File: src/rtl/rom_arbiter_pkg.sv
// Shared definitions for the two-requester program-ROM arbiter:
// requester encoding, FSM states and wait-state limits.
package rom_arbiter_pkg;

    localparam logic REQ_IF = 1'b0;
    localparam logic REQ_LD = 1'b1;

    typedef enum logic {
        IDLE   = 1'b0,
        ACCESS = 1'b1
    } state_t;

    localparam int unsigned WAIT_MAX = 15;
    localparam int          CNT_W    = 4;

endpackage

File: src/rtl/rom_arbiter_if.sv
// Bundle of the fetch, load and ROM-side signals around rom_arbiter.
// slave = arbiter view, master = requesters plus ROM.
interface rom_arbiter_if #(
    parameter int unsigned ROM_WIDTH  = 26,
    parameter int unsigned ADDR_WIDTH = 16
);
    logic                  if_req;
    logic [ADDR_WIDTH-1:0] if_addr;
    logic                  if_gnt;
    logic [ROM_WIDTH-1:0]  if_rdata;
    logic                  if_rvalid;

    logic                  ld_req;
    logic [ADDR_WIDTH-1:0] ld_addr;
    logic                  ld_gnt;
    logic [ROM_WIDTH-1:0]  ld_rdata;
    logic                  ld_rvalid;

    logic [ADDR_WIDTH-1:0] rom_addr;
    logic [ROM_WIDTH-1:0]  rom_data;

    modport slave (
        input  if_req, if_addr, ld_req, ld_addr, rom_data,
        output if_gnt, if_rdata, if_rvalid,
        output ld_gnt, ld_rdata, ld_rvalid,
        output rom_addr
    );

    modport master (
        output if_req, if_addr, ld_req, ld_addr, rom_data,
        input  if_gnt, if_rdata, if_rvalid,
        input  ld_gnt, ld_rdata, ld_rvalid,
        input  rom_addr
    );
endinterface

File: src/rtl/rom_arbiter_rr_arbiter2.sv
// Two-way round-robin grant logic. On a conflict the requester that
// did not win last time is granted; single requests always win.
module rr_arbiter2
    import rom_arbiter_pkg::*;
(
    input  logic       i_clk,
    input  logic       i_rst_n,
    input  logic       i_en,
    input  logic [1:0] i_req,
    output logic [1:0] o_gnt,
    output logic       o_winner
);

    logic r_last_owner;
    logic w_winner;

    // NOTE: every combinational output gets a default before any branch,
    // otherwise a missed path infers a latch.
    always_comb begin
        w_winner = REQ_IF;
        if (i_req == 2'b11) begin
            w_winner = (r_last_owner == REQ_IF) ? REQ_LD : REQ_IF;
        end else if (i_req[REQ_LD]) begin
            w_winner = REQ_LD;
        end
    end

    always_comb begin
        o_gnt = 2'b00;
        if (i_en && i_req[w_winner]) begin
            o_gnt[w_winner] = 1'b1;
        end
    end

    assign o_winner = w_winner;

    // NOTE: state registers use non-blocking assignments so all flops
    // update together at the edge, independent of statement order.
    always_ff @(posedge i_clk or negedge i_rst_n) begin
        if (!i_rst_n) begin
            r_last_owner <= REQ_LD;
        end else if (|o_gnt) begin
            r_last_owner <= w_winner;
        end
    end

endmodule

File: src/rtl/rom_arbiter.sv
// Shares one combinational program ROM between instruction fetch and
// data load, with programmable wait states and registered read data.
module rom_arbiter
    import rom_arbiter_pkg::*;
#(
    parameter int unsigned ROM_WIDTH   = 26,
    parameter int unsigned ADDR_WIDTH  = 16,
    parameter int unsigned WAIT_STATES = 0
) (
    input logic          i_clk,
    input logic          i_rst_n,
    rom_arbiter_if.slave bus
);

    generate
        if (WAIT_STATES > WAIT_MAX) begin : g_bad_wait_states
            $error("rom_arbiter: WAIT_STATES must be in 0..15");
        end
    endgenerate

    localparam logic [CNT_W-1:0] WS_LOAD = CNT_W'(WAIT_STATES);
    localparam logic [CNT_W-1:0] CNT_ONE = CNT_W'(1);

    state_t                r_state;
    state_t                w_state_nxt;
    logic [CNT_W-1:0]      r_cnt;
    logic [CNT_W-1:0]      w_cnt_nxt;
    logic                  r_owner;
    logic                  w_owner_nxt;
    logic [ADDR_WIDTH-1:0] r_rom_addr;
    logic [ADDR_WIDTH-1:0] w_rom_addr_nxt;
    logic                  w_capture;

    logic [ROM_WIDTH-1:0]  r_if_rdata;
    logic [ROM_WIDTH-1:0]  r_ld_rdata;
    logic                  r_if_rvalid;
    logic                  r_ld_rvalid;

    logic                  w_arb_en;
    logic [1:0]            w_req;
    logic [1:0]            w_gnt;
    logic                  w_winner;

    // Grants are suppressed while reset is held so none leak out asynchronously.
    assign w_arb_en         = (r_state == IDLE) && i_rst_n;
    assign w_req[REQ_IF]    = bus.if_req;
    assign w_req[REQ_LD]    = bus.ld_req;

    rr_arbiter2 u_rr_arbiter2 (
        .i_clk    (i_clk),
        .i_rst_n  (i_rst_n),
        .i_en     (w_arb_en),
        .i_req    (w_req),
        .o_gnt    (w_gnt),
        .o_winner (w_winner)
    );

    always_comb begin
        w_state_nxt    = r_state;
        w_cnt_nxt      = r_cnt;
        w_owner_nxt    = r_owner;
        w_rom_addr_nxt = r_rom_addr;
        w_capture      = 1'b0;
        case (r_state)
            IDLE: begin
                if (|w_gnt) begin
                    w_state_nxt    = ACCESS;
                    w_cnt_nxt      = WS_LOAD;
                    w_owner_nxt    = w_winner;
                    w_rom_addr_nxt = (w_winner == REQ_LD) ? bus.ld_addr : bus.if_addr;
                end
            end
            ACCESS: begin
                if (r_cnt != '0) begin
                    w_cnt_nxt = r_cnt - CNT_ONE;
                end else begin
                    w_capture   = 1'b1;
                    w_state_nxt = IDLE;
                end
            end
            default: w_state_nxt = IDLE;
        endcase
    end

    always_ff @(posedge i_clk or negedge i_rst_n) begin
        if (!i_rst_n) begin
            r_state    <= IDLE;
            r_cnt      <= '0;
            r_owner    <= REQ_IF;
            r_rom_addr <= '0;
        end else begin
            r_state    <= w_state_nxt;
            r_cnt      <= w_cnt_nxt;
            r_owner    <= w_owner_nxt;
            r_rom_addr <= w_rom_addr_nxt;
        end
    end

    // NOTE: the read-data registers are reset because their zero value is
    // visible to both requesters before the first capture.
    always_ff @(posedge i_clk or negedge i_rst_n) begin
        if (!i_rst_n) begin
            r_if_rdata  <= '0;
            r_ld_rdata  <= '0;
            r_if_rvalid <= 1'b0;
            r_ld_rvalid <= 1'b0;
        end else begin
            r_if_rvalid <= w_capture && (r_owner == REQ_IF);
            r_ld_rvalid <= w_capture && (r_owner == REQ_LD);
            if (w_capture && (r_owner == REQ_IF)) begin
                r_if_rdata <= bus.rom_data;
            end
            if (w_capture && (r_owner == REQ_LD)) begin
                r_ld_rdata <= bus.rom_data;
            end
        end
    end

    assign bus.if_gnt    = w_gnt[REQ_IF];
    assign bus.ld_gnt    = w_gnt[REQ_LD];
    assign bus.if_rdata  = r_if_rdata;
    assign bus.ld_rdata  = r_ld_rdata;
    assign bus.if_rvalid = r_if_rvalid;
    assign bus.ld_rvalid = r_ld_rvalid;
    assign bus.rom_addr  = r_rom_addr;

endmodule

File: src/flat_wrapper.sv
// flat-port wrapper written by rule: the top's interface ports become plain ports
module rom_arbiter_flat import rom_arbiter_pkg::*;
#(
    parameter int unsigned ROM_WIDTH   = 26,
    parameter int unsigned ADDR_WIDTH  = 16,
    parameter int unsigned WAIT_STATES = 0
)
  (i_clk, i_rst_n, bus_if_req, bus_if_addr, bus_ld_req, bus_ld_addr, bus_rom_data, bus_if_gnt, bus_if_rdata, bus_if_rvalid, bus_ld_gnt, bus_ld_rdata, bus_ld_rvalid, bus_rom_addr);
  rom_arbiter_if #(.ROM_WIDTH(ROM_WIDTH), .ADDR_WIDTH(ADDR_WIDTH)) bus_i ();
  input logic i_clk;
  input logic i_rst_n;
  input wire logic [$bits(bus_i.if_req)-1:0] bus_if_req;
  input wire logic [$bits(bus_i.if_addr)-1:0] bus_if_addr;
  input wire logic [$bits(bus_i.ld_req)-1:0] bus_ld_req;
  input wire logic [$bits(bus_i.ld_addr)-1:0] bus_ld_addr;
  input wire logic [$bits(bus_i.rom_data)-1:0] bus_rom_data;
  output wire logic [$bits(bus_i.if_gnt)-1:0] bus_if_gnt;
  output wire logic [$bits(bus_i.if_rdata)-1:0] bus_if_rdata;
  output wire logic [$bits(bus_i.if_rvalid)-1:0] bus_if_rvalid;
  output wire logic [$bits(bus_i.ld_gnt)-1:0] bus_ld_gnt;
  output wire logic [$bits(bus_i.ld_rdata)-1:0] bus_ld_rdata;
  output wire logic [$bits(bus_i.ld_rvalid)-1:0] bus_ld_rvalid;
  output wire logic [$bits(bus_i.rom_addr)-1:0] bus_rom_addr;
  assign bus_i.if_req = bus_if_req;
  assign bus_i.if_addr = bus_if_addr;
  assign bus_i.ld_req = bus_ld_req;
  assign bus_i.ld_addr = bus_ld_addr;
  assign bus_i.rom_data = bus_rom_data;
  assign bus_if_gnt = bus_i.if_gnt;
  assign bus_if_rdata = bus_i.if_rdata;
  assign bus_if_rvalid = bus_i.if_rvalid;
  assign bus_ld_gnt = bus_i.ld_gnt;
  assign bus_ld_rdata = bus_i.ld_rdata;
  assign bus_ld_rvalid = bus_i.ld_rvalid;
  assign bus_rom_addr = bus_i.rom_addr;
  rom_arbiter #(.ROM_WIDTH(ROM_WIDTH), .ADDR_WIDTH(ADDR_WIDTH), .WAIT_STATES(WAIT_STATES)) u_core (.i_clk(i_clk), .i_rst_n(i_rst_n), .bus(bus_i));
endmodule
File: config.mk
export PLATFORM = sky130hd
export DESIGN_NAME = rom_arbiter_flat
export DESIGN_NICKNAME = d
export VERILOG_FILES = /design/src/rtl/rom_arbiter_pkg.sv /design/src/rtl/rom_arbiter_if.sv /design/src/rtl/rom_arbiter_rr_arbiter2.sv /design/src/rtl/rom_arbiter.sv /design/src/flat_wrapper.sv
export SDC_FILE = /design/constraint.sdc
export NUM_CORES = 1
export LEC_CHECK = 0
export CORE_MARGIN = 5
export CORE_UTILIZATION = 45
export DETAILED_ROUTE_END_ITERATION = 8
export PLACE_DENSITY = 0.9
export RECOVER_POWER = 100
export SLEW_MARGIN = 20
export SYNTH_ARGS = -nofsm -noshare
export SYNTH_HDL_FRONTEND = slang
export SYNTH_HIERARCHICAL = 1
export SYNTH_SLANG_ARGS = --single-unit
File: constraint.sdc
create_clock -name i_clk -period 4.8 [get_ports i_clk]
set_input_delay 0.96 -clock i_clk [delete_from_list [all_inputs] [get_ports i_clk]]
set_output_delay 0.96 -clock i_clk [all_outputs]
set_load 0.005 [all_outputs]
== Word level (Yosys, flattened, before mapping) ==
Cells that the tools add are included.

* Register bits: 77
* Output and inout bits: 72
* Word-level logic and storage cells: 43

* Add/sub/neg operators: 1
* $lt $le $gt $ge: 2
* Equal/unequal tests: 3
* Muxes and demuxes: 17
* Bitwise gates (word level): 2
* Reduce and logical (&&, ||, !) cells: 9

{| class="wikitable"
|+ Operators by type and width
! cell !! count
|-
| two-way mux 16 bit || 1
|-
| two-way mux 1 bit || 10
|-
| two-way mux 4 bit || 2
|-
| case mux 4 bit (2 select lines) || 1
|-
| logical AND 1 bit || 5
|-
| inequality test 2 bit (second input constant) || 2
|-
| AND reduction 2 bit || 2
|-
| nonzero test 4 bit || 1
|-
| subtractor 4 x 1 -> 4 bit (second input constant) || 1
|-
| equality test 2 bit (second input constant) || 1
|-
| less-than comparator 1 x 2 -> 1 bit (second input constant) || 1
|-
| two-way mux 2 bit || 1
|-
| NOT 1 bit || 2
|-
| case mux 1 bit (2 select lines) || 1
|-
| OR reduction 2 bit || 1
|-
| demux 1 bit (select 1 bit) || 1
|-
| >= comparator 1 bit (second input constant) || 1
|}

== Depth between registers and ports, before layout ==
* Word-level depth: 10
* Depth in mapped cells: 8

== Cells and area by module ==
The synthesis kept the hierarchy.

{| class="wikitable"
|+ By module, submodules not included
! module !! times used !! cells each !! area each (sq um)
|-
| rom_arbiter || 1 || 209 || 3025.4
|-
| rr_arbiter2 || 1 || 7 || 66.3
|}

== Worst setup path after synthesis ==
OpenSTA, ideal clock, no wires.

* Path type: input port to output port
* Start point: input port i_rst_n
* End point: output port bus_if_gnt
* Data arrival time: 1.302 ns
* Required time: 3.840 ns
* Slack: 2.538 ns
* Stages on the path: 3
* Buffers on the path: 0
* Cell sequence: and2b_1 -> nand2_1 -> nor2_1

* Longest elaborated chain between the ends: 3

{| class="wikitable"
|+ RTL lines
! item !! RTL line !! source
|-
| start: declaration || flat_wrapper.sv:11 || <nowiki>input logic i_rst_n;</nowiki>
|-
| logical AND 1 bit || rom_arbiter.sv:45 || <nowiki>assign w_arb_en = (r_state == IDLE) && i_rst_n;</nowiki>
|-
| logical AND 1 bit || rom_arbiter_rr_arbiter2.sv:30 || <nowiki>if (i_en && i_req[w_winner]) begin</nowiki>
|-
| two-way mux 2 bit || rom_arbiter_rr_arbiter2.sv:30 ||
|-
| end: declaration || flat_wrapper.sv:17 || <nowiki>output wire logic [$bits(bus_i.if_gnt)-1:0] bus_if_gnt;</nowiki>
|}

Every way passes these cells.

== Final worst setup path ==
* Start point: input port bus_if_req
* End point: output port bus_ld_gnt

* Longest elaborated chain between the ends: 7

{| class="wikitable"
|+ RTL lines
! item !! RTL line !! source
|-
| start: declaration || flat_wrapper.sv:12 || <nowiki>input wire logic [$bits(bus_i.if_req)-1:0] bus_if_req;</nowiki>
|-
| equality test 2 bit (*) || rom_arbiter_rr_arbiter2.sv:21 || <nowiki>if (i_req == 2'b11) begin</nowiki>
|-
| two-way mux 1 bit (*) || rom_arbiter_rr_arbiter2.sv:21 ||
|-
| via u_core.w_winner || rom_arbiter.sv:42 || <nowiki>logic w_winner;</nowiki>
|-
| less-than comparator 1 x 2 -> 1 bit (not written as such) or >= comparator 1 bit (tied branches) || rom_arbiter_rr_arbiter2.sv:31 || <nowiki>o_gnt[w_winner] = 1'b1;</nowiki>
|-
| logical AND 1 bit (not written as such) || rom_arbiter_rr_arbiter2.sv:31 ||
|-
| two-way mux 1 bit (not written as such) || rom_arbiter_rr_arbiter2.sv:31 ||
|-
| demux 1 bit (select 1 bit) || rom_arbiter_rr_arbiter2.sv:31 ||
|-
| two-way mux 2 bit (*) || rom_arbiter_rr_arbiter2.sv:30 ||
|-
| end: declaration || flat_wrapper.sv:20 || <nowiki>output wire logic [$bits(bus_i.ld_gnt)-1:0] bus_ld_gnt;</nowiki>
|}

Mark *: on every way through the listed nets, which the timed path passes. The rest lies on a longest branch. The select of a mux whose other input is x is not followed.

==> metrics <==
status=complete, but fails checks; violated checks=max-capacitance violations, max-slew violations; CP Capture Type=output pin; vias=2172; dpl hpwl=5290 um; largest net degree at the start of global routing=78; vias per cell=4.95; Core Util, Final=0.685; Synth top area share=0.615; Worst VDD drop=0.302 mV; Final Setup Violations=0; CTS buffer count=9; Final WS setup=963 ps; cell row count=30; clk buf depth=2; antenna viol nets, final=0; crit path DAT=2880 ps; GRT busiest layer=met2; grt met1 use=0.191; met3 Use GR=0.0455; total I/O pin count=134; Critical Path Source Type=primary input; Die H=92.9 um; CP Class=in2out; global-route wire length before repair=11100 um; drc violations=0; core area=6760 um^2; dominant cells by area after synthesis=dfrtp_1 62%, mux2_2 19%, mux2i_1 5.8%, o21ai_0 2.8%, nand2_1 2.4%; GRT Residual Overflow=0; final setup skew=4.51 ps; Starting Density=0.458; Synth warnings=6; CTS tree=yes; synthesized area=3090 um^2; Port Buffers=133; clock period minus worst slack=3840 ps; #FFs+latches synth=77; Syn Area/Cell=14.3 um^2; Total Nets Final=417; Die W=92.9 um; Placement Setup Slack=1190 ps; # diodes=0; max cap viols=3; placer congestion estimate=0.718; clock-pin slew on the worst setup and hold paths=80 ps; hold-fix buffer count after cts=0; grt met2 use=0.289; Final Hold Vio Count=0; Hold Path Class=reg2reg; Final Total Pwr=2520 uW; Mapped Nets=279; Final period util=0.799; count of cell types in the netlist=29; Syn Inst Count=216; Worst Max-Slew Pin Slew=1800 ps; initial antenna violation count=0; final WL=6890 um; CP Max Fanout=18; Worst slew margin=-0.201; # fillers=511; vias in the first global route=2296; clk sink count=77; Seq/Total Area, Yosys=0.624; RSZ-0062 raised after global routing=no; post-route setup TNS=0 ps; P&R area growth vs syn=49.8%; leakage=0.00202 uW; share of post-route cells with drive strength above 1=0.209; DR pass1 iterations=4; later-pin clock latency in the skew report=320 ps; Yosys top cell by area=dfrtp_1; post-CTS setup buffer count=0; full die area=8630 um^2; PostCTS Resize Cnt=0; gr usage total=0.164; H-tree depth=3; root buffer cell=clkbuf_8; WL per Instance=15.7 um; 1st-iter DRT viols=66; Worst Path Required=3840 ps; Pins Over Slew Limit=140; Power Density=545 nW/um^2; max frequency=261 MHz
-- cell usage after synthesis --
| master | count |
|---|---|
| dfrtp_1 | 76 |
| mux2_2 | 52 |
| nand2_1 | 20 |
| mux2i_1 | 18 |
| o21ai_0 | 17 |
| buf_2 | 3 |
| inv_1 | 3 |
| buf_1 | 2 |
| buf_4 | 2 |
| buf_6 | 2 |
| nand3_1 | 2 |
| nor2_1 | 2 |
| a21bo_2 | 1 |
| a21boi_2 | 1 |
| a22o_1 | 1 |
| and2_1 | 1 |
| and2b_1 | 1 |
| clkbuf_1 | 1 |
| dfstp_2 | 1 |
| ha_1 | 1 |
| mux2_1 | 1 |
| nand2_2 | 1 |
| nand2b_1 | 1 |
| nand4_2 | 1 |
| nor2b_1 | 1 |
| nor4_4 | 1 |
| o21bai_1 | 1 |
| o31ai_1 | 1 |
| or4b_2 | 1 |
-- final cells by class --
type	count	area, um^2	area share
Tap cell	80	100	0.0216
Timing Repair Buffer	137	1350	0.291
Sequential cell	77	1930	0.416
Clock inverter	7	42.5	0.00919
Inverter	3	11.3	0.00243
Multi-Input combinational cell	126	1080	0.232
Clock buffer	9	124	0.0267
-- path summary, 6_finish.rpt --
path | slack, ps | depth (start not counted) | start | endpoint
worst max-delay path | 960 | 5 | bus_if_req | bus_ld_gnt
min in group asynchronous | 1240 | 2 | i_rst_n | u_core/bus.rom_addr[3]$_DFFE_PN0P_
worst min register to register | 480 | 2 | u_core/bus.rom_addr[13]$_DFFE_PN0P_ | u_core/bus.rom_addr[13]$_DFFE_PN0P_
max in group asynchronous | 2510 | 2 | i_rst_n | u_core/bus.rom_addr[9]$_DFFE_PN0P_
worst max register to register | 1710 | 7 | u_core/u_rr_arbiter2/r_last_owner$_DFFE_PN1P_ | u_core/r_cnt[0]$_DFFE_PN0P_
worst min-delay path | 480 | 2 | u_core/bus.rom_addr[13]$_DFFE_PN0P_ | u_core/bus.rom_addr[13]$_DFFE_PN0P_
-- layer usage --
| metal | up-vias | wire, um |
|---|---|---|
| met5 | - | 0 |
| met4 | 0 | 65 |
| met3 | 7 | 463 |
| met2 | 77 | 3600 |
| met1 | 1054 | 2770 |
| li1 | 1034 | - |
-- flip-flops by register name, indices dropped and copies added, names as in the netlist --
name / cells
u_core/bus.if_rdata: 26
u_core/r_owner: 1
u_core/bus.ld_rdata: 26
u_core/r_cnt: 4
u_core/bus.if_rvalid: 1
u_core/r_state: 1
u_core/bus.rom_addr: 16
u_core/bus.ld_rvalid: 1
u_core/u_rr_arbiter2/r_last_owner: 1
-- cell usage in the layout (no fill, tap or decap), types with 2 or more instances in the layout --
cell type	count
clkdlybuf4s50_1	59
o21ai_0	17
clkinv_2	4
clkbuf_8	9
clkinvlp_4	3
inv_1	3
nand3_1	2
mux2_2	52
nand2_1	21
mux2i_1	18
clkbuf_1	2
dlygate4sd3_1	73
nor2_1	2
dfrtp_1	76
-- report_power, final --
group	total, uW	switching (uW)	internal (uW)	leakage (uW)
Clock	405	222	184	0.0000808
Combinational	1020	344	671	0.00101
Sequential	1100	148	956	0.000924
Total	2520	714	1810	0.00202
-- logic make-up after synthesis --
| logic type | count (synthesis) | share of synthesized area |
|---|---|---|
| AO/OA/AOI/OAI | 22 | 0.0421 |
| adder cells (fa/ha/maj) | 1 | 0.00405 |
| buffers and inverters | 13 | 0.0243 |
| flip-flops | 77 | 0.624 |
| multiplexers | 71 | 0.251 |
| AND/OR/NAND/NOR | 32 | 0.0546 |
-- critical path: stages --
cell,delay [ps]
dlygate4sd3_1,550
a21boi_0,230
buf_4,330
and2_0,220
dlygate4sd3_1,580
-- stage by stage --
step                hold slack (ps)  instances  area [um^2]
floorplan                       459        216         3090
global placement                463        423         4490
detailed placement              473        423         4490
CTS                             490        439         4660
global route                    510        439         4630
finish                          480        439         4630
Power figures use the tool's default switching activity.
